<file path="src/rtl/wishbone_arbiter.sv">
// wishbone_arbiter
//   Two-master arbiter in front of one pipelined Wishbone slave. m0 is the
//   instruction-fetch master, m1 the load/store master. A master keeps the bus
//   for its whole cycle (cyc high). The grant is released only once every
//   accepted request has been acked, so late acks still reach their owner.
//
// Parameters
//   ROUND_ROBIN      1: alternate on a tie, 0: m0 always wins a tie
//   MAX_OUTSTANDING  accepted-but-unacked requests allowed per grant (>=1)
//
// Ports
//   clk_i, rst_ni            clock, asynchronous active-low reset
//   m{0,1}_wb_*_i            master requests (adr, dat, sel, we, stb, cyc)
//   m{0,1}_wb_dat_o          read data, same slave data to both masters
//   m{0,1}_wb_ack_o          ack, only to the granted master
//   m{0,1}_wb_stall_o        stall, always high for the non-granted master
//   s_wb_*_o                 request muxed from the granted master
//   s_wb_dat_i/ack_i/stall_i slave response

module wishbone_arbiter #(
  parameter int ROUND_ROBIN     = 1,
  parameter int MAX_OUTSTANDING = 4
) (
  input  logic        clk_i,
  input  logic        rst_ni,
  input  logic [31:0] m0_wb_adr_i,
  input  logic [31:0] m0_wb_dat_i,
  input  logic [3:0]  m0_wb_sel_i,
  input  logic        m0_wb_we_i,
  input  logic        m0_wb_stb_i,
  input  logic        m0_wb_cyc_i,
  output logic [31:0] m0_wb_dat_o,
  output logic        m0_wb_ack_o,
  output logic        m0_wb_stall_o,
  input  logic [31:0] m1_wb_adr_i,
  input  logic [31:0] m1_wb_dat_i,
  input  logic [3:0]  m1_wb_sel_i,
  input  logic        m1_wb_we_i,
  input  logic        m1_wb_stb_i,
  input  logic        m1_wb_cyc_i,
  output logic [31:0] m1_wb_dat_o,
  output logic        m1_wb_ack_o,
  output logic        m1_wb_stall_o,
  output logic [31:0] s_wb_adr_o,
  output logic [31:0] s_wb_dat_o,
  output logic [3:0]  s_wb_sel_o,
  output logic        s_wb_we_o,
  output logic        s_wb_stb_o,
  output logic        s_wb_cyc_o,
  input  logic [31:0] s_wb_dat_i,
  input  logic        s_wb_ack_i,
  input  logic        s_wb_stall_i
);

  localparam int CW = (MAX_OUTSTANDING < 1) ? 1 : $clog2(MAX_OUTSTANDING + 1);

  typedef enum logic [1:0] {
    IDLE = 2'd0,
    GNT0 = 2'd1,
    GNT1 = 2'd2
  } state_e;

  state_e        state_q, state_d;
  logic [CW-1:0] cnt_q, cnt_d;
  logic          last_q, last_d;   // master that released most recently
  logic          full;
  logic          accept;
  logic          ack_cnt;

  assign full    = (cnt_q == CW'(MAX_OUTSTANDING));
  assign accept  = s_wb_stb_o & ~s_wb_stall_i;
  // Acks are only counted while a master owns the bus; stray acks in IDLE
  // (e.g. in flight across a reset) are dropped.
  assign ack_cnt = s_wb_ack_i & (state_q != IDLE);

  assign m0_wb_dat_o = s_wb_dat_i;
  assign m1_wb_dat_o = s_wb_dat_i;

  // State register
  always_ff @(posedge clk_i or negedge rst_ni) begin
    if (!rst_ni) begin
      state_q <= IDLE;
      cnt_q   <= '0;
      last_q  <= 1'b1;   // m1 counts as last so m0 wins the first tie
    end else begin
      state_q <= state_d;
      cnt_q   <= cnt_d;
      last_q  <= last_d;
    end
  end

  // Next-state logic
  always_comb begin
    state_d = state_q;
    last_d  = last_q;
    cnt_d   = cnt_q;

    // Simultaneous accept and ack cancel; an ack with nothing pending is ignored.
    if (accept && !ack_cnt) begin
      cnt_d = cnt_q + CW'(1);
    end else if (!accept && ack_cnt && (cnt_q != '0)) begin
      cnt_d = cnt_q - CW'(1);
    end

    unique case (state_q)
      IDLE: begin
        if (m0_wb_cyc_i && m1_wb_cyc_i) begin
          state_d = (ROUND_ROBIN != 0 && last_q == 1'b0) ? GNT1 : GNT0;
        end else if (m0_wb_cyc_i) begin
          state_d = GNT0;
        end else if (m1_wb_cyc_i) begin
          state_d = GNT1;
        end
      end
      GNT0: begin
        // Release uses the post-update count so the final ack frees the bus.
        if (!m0_wb_cyc_i && cnt_d == '0) begin
          last_d  = 1'b0;
          state_d = m1_wb_cyc_i ? GNT1 : IDLE;
        end
      end
      GNT1: begin
        if (!m1_wb_cyc_i && cnt_d == '0) begin
          last_d  = 1'b1;
          state_d = m0_wb_cyc_i ? GNT0 : IDLE;
        end
      end
      default: state_d = IDLE;
    endcase
  end

  // Output logic
  always_comb begin
    s_wb_adr_o    = '0;
    s_wb_dat_o    = '0;
    s_wb_sel_o    = '0;
    s_wb_we_o     = 1'b0;
    s_wb_stb_o    = 1'b0;
    s_wb_cyc_o    = 1'b0;
    m0_wb_ack_o   = 1'b0;
    m1_wb_ack_o   = 1'b0;
    m0_wb_stall_o = 1'b1;
    m1_wb_stall_o = 1'b1;

    unique case (state_q)
      GNT0: begin
        s_wb_adr_o    = m0_wb_adr_i;
        s_wb_dat_o    = m0_wb_dat_i;
        s_wb_sel_o    = m0_wb_sel_i;
        s_wb_we_o     = m0_wb_we_i;
        // cyc stays up while acks are pending even if the master let go
        s_wb_cyc_o    = m0_wb_cyc_i | (cnt_q != '0);
        s_wb_stb_o    = m0_wb_stb_i & ~full;
        m0_wb_ack_o   = s_wb_ack_i;
        m0_wb_stall_o = s_wb_stall_i | full;
      end
      GNT1: begin
        s_wb_adr_o    = m1_wb_adr_i;
        s_wb_dat_o    = m1_wb_dat_i;
        s_wb_sel_o    = m1_wb_sel_i;
        s_wb_we_o     = m1_wb_we_i;
        s_wb_cyc_o    = m1_wb_cyc_i | (cnt_q != '0);
        s_wb_stb_o    = m1_wb_stb_i & ~full;
        m1_wb_ack_o   = s_wb_ack_i;
        m1_wb_stall_o = s_wb_stall_i | full;
      end
      default: ;
    endcase
  end

endmodule

</file>
<file path="config.mk">
export PLATFORM = sky130hd
export DESIGN_NAME = wishbone_arbiter
export DESIGN_NICKNAME = d
export VERILOG_FILES = /design/src/rtl/wishbone_arbiter.sv
export SDC_FILE = /design/constraint.sdc
export NUM_CORES = 1
export LEC_CHECK = 0
export BUFFER_PORTS_ARGS = -buffer_cell sky130_fd_sc_hd__buf_2
export CAP_MARGIN = 20
export CORE_AREA = 2 2 124 126
export DETAILED_ROUTE_END_ITERATION = 7
export DIE_AREA = 0 0 126 128
export GPL_ROUTABILITY_DRIVEN = 1
export SLEW_MARGIN = 20
export SYNTH_ARGS = -nofsm -noshare
export SYNTH_HDL_FRONTEND = slang
export SYNTH_SLANG_ARGS = --single-unit
</file>
<file path="constraint.sdc">
create_clock -name clk_i -period 3.04 [get_ports clk_i]
set_clock_uncertainty 0.15 [all_clocks]
set_input_delay 0.152 -clock clk_i [delete_from_list [all_inputs] [get_ports clk_i]]
set_output_delay 0.152 -clock clk_i [all_outputs]
set_load 0.05 [all_outputs]
</file>
==> impl_metrics.json, run 1 <==
{
  "outcome": "finished, final reports clean",
  "clock_sinks": 6,
  "dieArea_mm2": 0.01613,
  "p_int_uw": 1023,
  "coreArea_mm2": 0.01486,
  "antenna_left": 0,
  "drc": 0,
  "swShare_pct": 68.26,
  "fin_cells": 624,
  "critPathLaunchType": "flip-flop",
  "yosysSeqAreaShare_pct": 7.697,
  "final_core_util_pct": 19.14,
  "power.switching_uw": 2201,
  "nets": 623,
  "synth_area_leader_cell": "a22oi_1",
  "core.rowCount": 45,
  "end_kind": "output port",
  "hpwl_um": 6643,
  "diodes": 0,
  "syn_avg_cell_area_um2": 6.645,
  "cts.repair.resized": 0,
  "boundaryPins": 317,
  "grt_usage_pct": 8.567,
  "drive_gt1_share_pct": 54.13,
  "fmax_ghz": 0.3624,
  "first_pass_iters": 4,
  "finalWirelength_um": 8088,
  "place_area_mm2": 0.002756,
  "ys_ff_latch": 6,
  "grt_start_max_net_pins": 70,
  "p_per_area_mw_per_mm2": 1133,
  "cts_tree": "yes",
  "vias": 2590,
  "numPortBuffers": 220,
  "synth_area_leaders": "a22oi_1 27%, buf_4 24%, nor2_1 14%",
  "initial_core_util_pct": 13.23,
  "gp_congestion": 0.7277,
  "design_area_mm2": 0.002845,
  "report.final.slew_viol_count": 0,
  "arrival_ns": 2.46,
  "path_max_fanout": 40,
  "cts-root-buf": "clkbuf_16",
  "htreeDepth": 1,
  "avgViaCountPerCell": 4.151,
  "hold_viol_final": 0,
  "synth_area_mm2": 0.001967,
  "seq_area_um2": 151.4,
  "multi_input_area_mm2": 0.001216,
  "numCtsBuffers": 3,
  "finalCriticalPeriod_ns": 2.759,
  "p_clk_share_pct": 6.9,
  "syn_to_final_growth_pct": 44.66,
  "ys_warn_count": 0,
  "dpl.cell_count": 619,
  "cts_setup_buffers": 0,
  "netlist_instances": 296,
  "clkTransAtPathRegs_ns": 0.03,
  "p_comb_share_pct": 88.1,
  "worstSkewPairLatency_ns": 0.23,
  "max-slew-margin-rel_pct": 52.82,
  "grt_pass1_wl_um": 11480,
  "fill_cells": 1716,
  "cap_violations": 0,
  "hold-worst-slack_ns": 0.1244,
  "synth_nets": 482,
  "rsz0062_at_grt": "no",
  "grt_overflow": 0,
  "pwr-share-seq_pct": 5.0,
  "peakVddDrop_uv": 371.6,
  "clockBufferDepth": 2,
  "holdBufCountCts": 1,
  "hp-class": "primary input to async pin",
  "min_period_over_period_pct": 90.77,
  "worstSetupPathType": "flip-flop to output port",
  "cp.required_ns": 2.74,
  "grt_antenna_before_repair": 0,
  "setup_viol": 0,
  "tns_ns": 0,
  "synth_top_area_share_pct": 26.72,
  "synth_cell_type_count": 36,
  "first_iter_violations": 144,
  "power.leakage_uw": 0.001511,
  "dieHeight_um": 128,
  "tightestPinTransition_ns": 0.7077,
  "grt_pass1_vias": 2316,
  "die_w_um": 126,
  "wire_per_inst_um": 12.96
}
-- metrics by stage --
stage	total power, µW	setup slack, ns
after floorplan	2617	0.5840
after global placement	3009	0.5337
after detailed placement	3019	0.4514
after CTS	3252	0.2565
after global routing	3453	0.09918
final	3224	0.2807
-- final timing paths --
check / from / depth (start not counted) / slack (ns) / end
max in group asynchronous: rst_ni / 2 / 2.39 / last_q
setup / recovery: state_q[0] / 6 / 0.28 / s_wb_adr_o[30]
hold reg to reg: cnt_q[0] / 1 / 0.44 / cnt_q[0]
hold / removal: rst_ni / 2 / 0.12 / state_q[0]
min in group clk_i: s_wb_dat_i[12] / 0 / 0.15 / m0_wb_dat_o[12]
setup reg to reg: state_q[0] / 8 / 0.47 / state_q[1]
-- area by class of cell --
type	instances	share of cell area, %
well taps	188	8.267
clock buffers	4	2.770
flip-flops and latches	6	5.321
repair buffers	225	40.11
multi-input cells	195	42.74
inverters	6	0.7916
-- metal layers --
| layer | global-route usage [%] | wire length (µm) | part of all wire [%] |
|---|---|---|---|
| met5 | 0 | 0 | 0 |
| met4 | 3.814 | 313 | 3.9 |
| met3 | 2.546 | 878 | 11 |
| met2 | 12.90 | 3576 | 44 |
| met1 | 11.30 | 3320 | 41 |
-- power groups by stage --
stage          clock [µW]  sequential, µW  combinational [µW]
2_1_floorplan           0             152                2470
3_3_place_gp            0             161                2850
3_5_place_dp            0             163                2860
4_1_cts               226             162                2860
5_1_grt               230             167                3060
6_report              222             161                2840
-- Yosys cell counts --
library cell,instances
a21boi_0,1
dfrtp_1,5
inv_1,5
a22oi_1,70
inv_2,1
o31ai_1,2
o32ai_1,2
xor2_1,1
dfstp_2,1
o21ai_0,2
a21o_1,1
o31ai_2,1
clkbuf_1,23
xnor2_1,1
nor2b_1,2
ha_1,8
buf_6,1
or3b_1,1
a311oi_2,1
mux2_4,1
and2_1,3
nand2_1,8
o32a_1,1
o311ai_0,1
nor2_1,72
a31oi_1,1
and4_1,1
mux2i_1,1
a41oi_1,1
buf_4,64
nor4_1,1
or3b_2,2
nand3_1,1
buf_1,1
a21oi_1,3
nand2b_1,5
-- kinds of logic after synthesis --
group | synth area share (%)
AOI/OAI and AO/OA | 33.52
xor gates and xnor gates | 0.8907
adders and majority gates | 5.089
buffers and inverters | 30.72
DFF | 7.697
muxes | 1.272
and+or+nand+nor | 20.80
-- placed cells by master (no fill, tap or decap), types with 2 or more instances in the layout --
master and instances:
ha_2 2, nor2_1 72, or3b_2 2, a22oi_1 70, o32ai_1 2, buf_4 4, buf_2 220, nor2b_1 2
a21oi_1 3, and2_1 3, nand2_1 8, o21ai_0 2, o31ai_1 2, nand2b_1 5, clkbuf_16 3, ha_1 6
inv_1 5, dfrtp_1 5
-- worst max-delay path, stage by stage, from the launching register on --
cell and delay (ns):
dfrtp_1 0.38, inv_1 0.10, ha_1 0.42, inv_2 0.52, buf_4 0.43, nor2_1 0.10, buf_2 0.22
-- state kept, by name (all words and copies together), names as in the netlist --
signal / cells
state_q: 2
cnt_q: 3
last_q: 1
No activity file was read; power rests on OpenSTA's default activity.
==> run 2: changes to the inputs <==
==> constraint.sdc (replaced) <==
create_clock -name clk_i -period 3.04 [get_ports clk_i]
set_clock_uncertainty 0.15 [all_clocks]
set_input_delay 0.152 -clock clk_i [delete_from_list [all_inputs] [get_ports clk_i]]
set_output_delay 0.152 -clock clk_i [all_outputs]
set_load 0.01 [all_outputs]
==> impl_metrics.json, run 2 (synthesis gave the netlist of run 1 again) <==
{
  "diodes": 0,
  "hp-class": "primary input to async pin",
  "boundaryPins": 317,
  "rsz0062_at_grt": "no",
  "worstSetupPathType": "flip-flop to flip-flop",
  "numCtsBuffers": 3,
  "antenna_left": 0,
  "fill_cells": 1687,
  "reg.largest.list": "cnt_q: 3 flops, state_q: 2 flops, last_q: 1 flops",
  "tns_ns": 0,
  "layout_common_cells": "220 x buf_2, 72 x nor2_1, 70 x a22oi_1, 8 x nand2_1, 6 x ha_1",
  "r2r-start": "state_q[0]",
  "cap_violations": 0,
  "syn_to_final_growth_pct": 46.69,
  "initial_core_util_pct": 13.23,
  "grt_usage_pct": 8.670,
  "grt_util_met1_pct": 11.19,
  "avgViaCountPerCell": 4.184,
  "regMostFlops": "cnt_q",
  "first_pass_iters": 5,
  "cp.required_ns": 3.01,
  "outcome": "finished, final reports clean",
  "gp_congestion": 0.7541,
  "finalWirelength_um": 8164,
  "grt_start_max_net_pins": 70,
  "rr_endpoint": "state_q[0]",
  "dpl.cell_count": 621,
  "nets": 625,
  "max-slew-margin-rel_pct": 49.56,
  "power.leakage_uw": 0.001529,
  "r2r_setup_slack_ns": 0.48,
  "p_per_area_mw_per_mm2": 817.5,
  "fin_cells": 626,
  "top_usage_layer": "met2",
  "min_period_over_period_pct": 84.16,
  "clock_sinks": 6,
  "report.final.slew_viol_count": 0,
  "first_iter_violations": 156,
  "tightestPinTransition_ns": 0.7567,
  "vias": 2619,
  "setup_viol": 0,
  "clkTransAtPathRegs_ns": 0.04,
  "grt_pass1_wl_um": 11550,
  "finalCriticalPeriod_ns": 2.558,
  "largest_reg_flops": 3,
  "final_common_cell": "buf_2",
  "cts_setup_buffers": 0,
  "wire_per_inst_um": 13.04,
  "grt_antenna_before_repair": 0,
  "hold_viol_final": 0,
  "dieHeight_um": 128,
  "fmax_ghz": 0.3909,
  "cts_tree": "yes",
  "core.rowCount": 45,
  "clockBufferDepth": 2,
  "worst-r2r-cell-count": 8,
  "drive_gt1_share_pct": 54.34,
  "coreArea_mm2": 0.01486,
  "drc": 0,
  "critPathLaunchType": "flip-flop",
  "met3_usage_pct": 2.796,
  "path_max_fanout": 5,
  "dieArea_mm2": 0.01613,
  "arrival_ns": 2.53,
  "htreeDepth": 1,
  "peakVddDrop_uv": 308.1,
  "grt_overflow": 0,
  "end_kind": "flip-flop",
  "grtUsageMet2_pct": 13.50,
  "cts-root-buf": "clkbuf_16",
  "hpwl_um": 6629,
  "hold-worst-slack_ns": 0.1306,
  "grt_pass1_vias": 2283,
  "numPortBuffers": 220,
  "die_w_um": 126,
  "worstSkewPairLatency_ns": 0.23
}
run 2: cell count changes in the layout (fill, tap and decap cells not counted):
| cell | delta |
|---|---|
| buf_12 | +2 |
run 2: cell type report:
cell class                      count  area, µm²  area share [%]
Inverter                            6      22.52          0.7806
Multi-Input combinational cell    195       1216           42.15
Clock buffer                        4      78.83           2.732
Tap cell                          188      235.2           8.153
Timing Repair Buffer              227       1181           40.94
Sequential cell                     6      151.4           5.247
run 2: how the worst max path moves through the flow:
stage	cells past startpoint	start	end
global route	8	cnt_q[0]	state_q[0]
detailed placement	8	cnt_q[0]	state_q[0]
finish	8	state_q[0]	state_q[0]
floorplan	9	state_q[0]	state_q[0]
CTS	8	cnt_q[0]	state_q[0]
global placement	8	state_q[0]	state_q[0]
run 2: power by group:
part	switching, µW	internal (µW)
registers	37.8	123
clock network	46.9	174
logic	1190	787
run 2: worst max-delay path, cell delays in order (launching register included):
cell and delay, ns:
dfrtp_1 0.40, inv_1 0.12, ha_2 0.20, mux2_4 0.33, a311oi_2 0.31, nor2_1 0.10
xnor2_1 0.19, o32a_1 0.39, o32ai_1 0.27
run 2: metal layers:
layer,vias up,part of all wire [%]
li1,1262,-
met1,1162,41
met2,154,45
met3,41,11
met4,0,3.3
met5,-,0
run 2: metrics by stage:
step | total power (µW) | util, % | setup WS [ns] | cell area (µm²)
final | 2359 | 19.41 | 0.4815 | 2885
after detailed placement | 2142 | 18.81 | 0.4680 | 2796
after floorplan | 1522 | - | 0.5840 | 1967
after global placement | 2125 | 18.81 | 0.5407 | 2796
after global routing | 2581 | 19.41 | 0.2865 | 2885
after CTS | 2372 | 19.41 | 0.4502 | 2885
run 2: repair_timing:
action,CTS,global route
hold endpoints to repair,6,0
hold buffers,1,0
resized for setup,0,0
==> run 3: changes to the inputs <==
==> constraint.sdc (replaced) <==
create_clock -name clk_i -period 2.2 [get_ports clk_i]
set_clock_uncertainty 0.15 [all_clocks]
set_input_delay 0.11 -clock clk_i [delete_from_list [all_inputs] [get_ports clk_i]]
set_output_delay 0.11 -clock clk_i [all_outputs]
set_load 0.01 [all_outputs]
==> impl_metrics.json, run 3 (synthesis gave the netlist of run 1 again) <==
{
  "outcome": "complete, but fails checks",
  "violations": "negative setup slack",
  "arrival_ns": 2.40,
  "drive_gt1_share_pct": 58.82,
  "die_w_um": 126,
  "power_uw": 3825,
  "cts-root-buf": "clkbuf_16",
  "cp.required_ns": 2.19,
  "whs_path_depth": 0,
  "initial_core_util_pct": 13.23,
  "routed-wl-met2_um": 4189,
  "worstHoldStart": "s_wb_dat_i[26]",
  "layout_common_cells": "220 x buf_2, 72 x nor2_1, 70 x a22oi_1, 23 x buf_4, 8 x nand2_1",
  "grt_usage_pct": 9.278,
  "path_max_fanout": 5,
  "drc": 0,
  "nets": 646,
  "first_iter_violations": 121,
  "wire_per_inst_um": 13.30,
  "vias": 2645,
  "gp_congestion": 0.7406,
  "tightestPinTransition_ns": 0.7255,
  "first_pass_iters": 4,
  "clkTransAtPathRegs_ns": 0.03,
  "htreeDepth": 1,
  "hp-class": "primary input to output port",
  "end_kind": "flip-flop",
  "slowest_delay_ns": 0.44,
  "hold_viol_final": 0,
  "wl_met1_um": 3430,
  "cts_tree": "yes",
  "min_to": "m0_wb_dat_o[26]",
  "hold-worst-slack_ns": 0.07001,
  "grt_start_max_net_pins": 70,
  "worstPathBufferInverterCount": 0,
  "finalCriticalPeriod_ns": 2.409,
  "report.final.slew_viol_count": 0,
  "final_core_util_pct": 21.14,
  "cap_violations": 0,
  "grt_antenna_before_repair": 0,
  "clock_sinks": 6,
  "clockBufferDepth": 2,
  "boundaryPins": 317,
  "max-slew-margin-rel_pct": 51.63,
  "r2r-start": "state_q[1]",
  "tns_ns": -0.9621,
  "topRoutingLayerUsed": "met4",
  "hpwl_um": 6811,
  "power.leakage_uw": 0.001652,
  "final_common_cell": "buf_2",
  "rr_endpoint": "last_q",
  "worstSkewPairLatency_ns": 0.23,
  "dieArea_mm2": 0.01613,
  "syn_to_final_growth_pct": 59.80,
  "setup_viol": 12,
  "multi_input_area_mm2": 0.001299,
  "seq_area_um2": 152.6,
  "worst-r2r-cell-count": 7,
  "largest_reg_flops": 3,
  "avgViaCountPerCell": 4.088,
  "p_per_area_mw_per_mm2": 1217,
  "peakVddDrop_uv": 621.1,
  "startpoint": "state_q[1]",
  "regMostFlops": "cnt_q",
  "reg.largest.list": "cnt_q: 3 flops, state_q: 2 flops, last_q: 1 flops",
  "min_period_over_period_pct": 109.5,
  "wl_met3_um": 715,
  "slowest_stage": "dfrtp_2",
  "fill_cells": 1719,
  "r2r_setup_slack_ns": -0.21,
  "numPortBuffers": 220,
  "worst_slack_ns": -0.2088,
  "diodes": 0,
  "critPathLaunchType": "flip-flop",
  "antenna_left": 0,
  "path_cells": "ha_4 -> mux2_4 -> a311oi_4 -> or3b_4 -> o31ai_4 -> o32a_1 -> o31ai_1",
  "cp_num_cells": 7,
  "finalWirelength_um": 8607,
  "pre_cts_slack_ns": -0.1919,
  "grt_pass1_vias": 2332,
  "grt_pass1_wl_um": 12310,
  "worstSetupPathType": "flip-flop to flip-flop",
  "cp_top_family": "compound AO/OA/AOI/OAI gates",
  "fmax_ghz": 0.4151,
  "core.rowCount": 45,
  "numCtsBuffers": 3,
  "dieHeight_um": 128,
  "grt_overflow": 0,
  "rsz0062_at_grt": "yes",
  "coreArea_mm2": 0.01486
}
run 3: area by class of cell:
cell class                 count  area share [%]
sequential                     6           4.857
multi-input combinational    195           41.32
inverter                       6          0.7166
clock buffer                   4           2.508
timing repair buffer         248           43.11
tap                          188           7.484
run 3: metal layers:
layer,up-vias,track usage [%]
met3,39,1.878
met5,-,0
met2,121,15.88
met4,0,3.814
li1,1307,-
met1,1178,11.37
run 3: how the worst max path moves through the flow:
stage	endpoint
finish	last_q
global route	s_wb_dat_o[5]
CTS	s_wb_dat_o[5]
detailed placement	state_q[0]
global placement	state_q[0]
floorplan	state_q[0]
run 3: worst register-to-register path, delay by kind of cell (launching register included):
family / cells / cell delay, ns
muxes: 1 / 0.33
and+or+nand+nor: 1 / 0.20
adders and majority gates: 1 / 0.18
AOI/OAI and AO/OA: 4 / 1.02
DFF: 1 / 0.44
run 3: what timing repair did:
action | in CTS | in global routing
hold buffers | 1 | 0
buffers inserted | 0 | 1
endpoints found under the hold margin | 6 | 0
pin swaps | 2 | 3
gates resized for setup | 7 | 7
endpoints found under the setup margin | 15 | 72
run 3: power by group:
group / total (µW) / internal (µW) / switching [µW]
Clock: 304 / 241 / 63.7
Sequential: 221 / 171 / 49.9
Combinational: 3300 / 1440 / 1860
Total: 3830 / 1850 / 1970
run 3: stage by stage:
step                instance area (µm²)  instances
finish                             3143        647
global route                       3143        647
CTS                                3102        646
detailed placement                 2972        641
global placement                   2972        641
floorplan                          1982        296
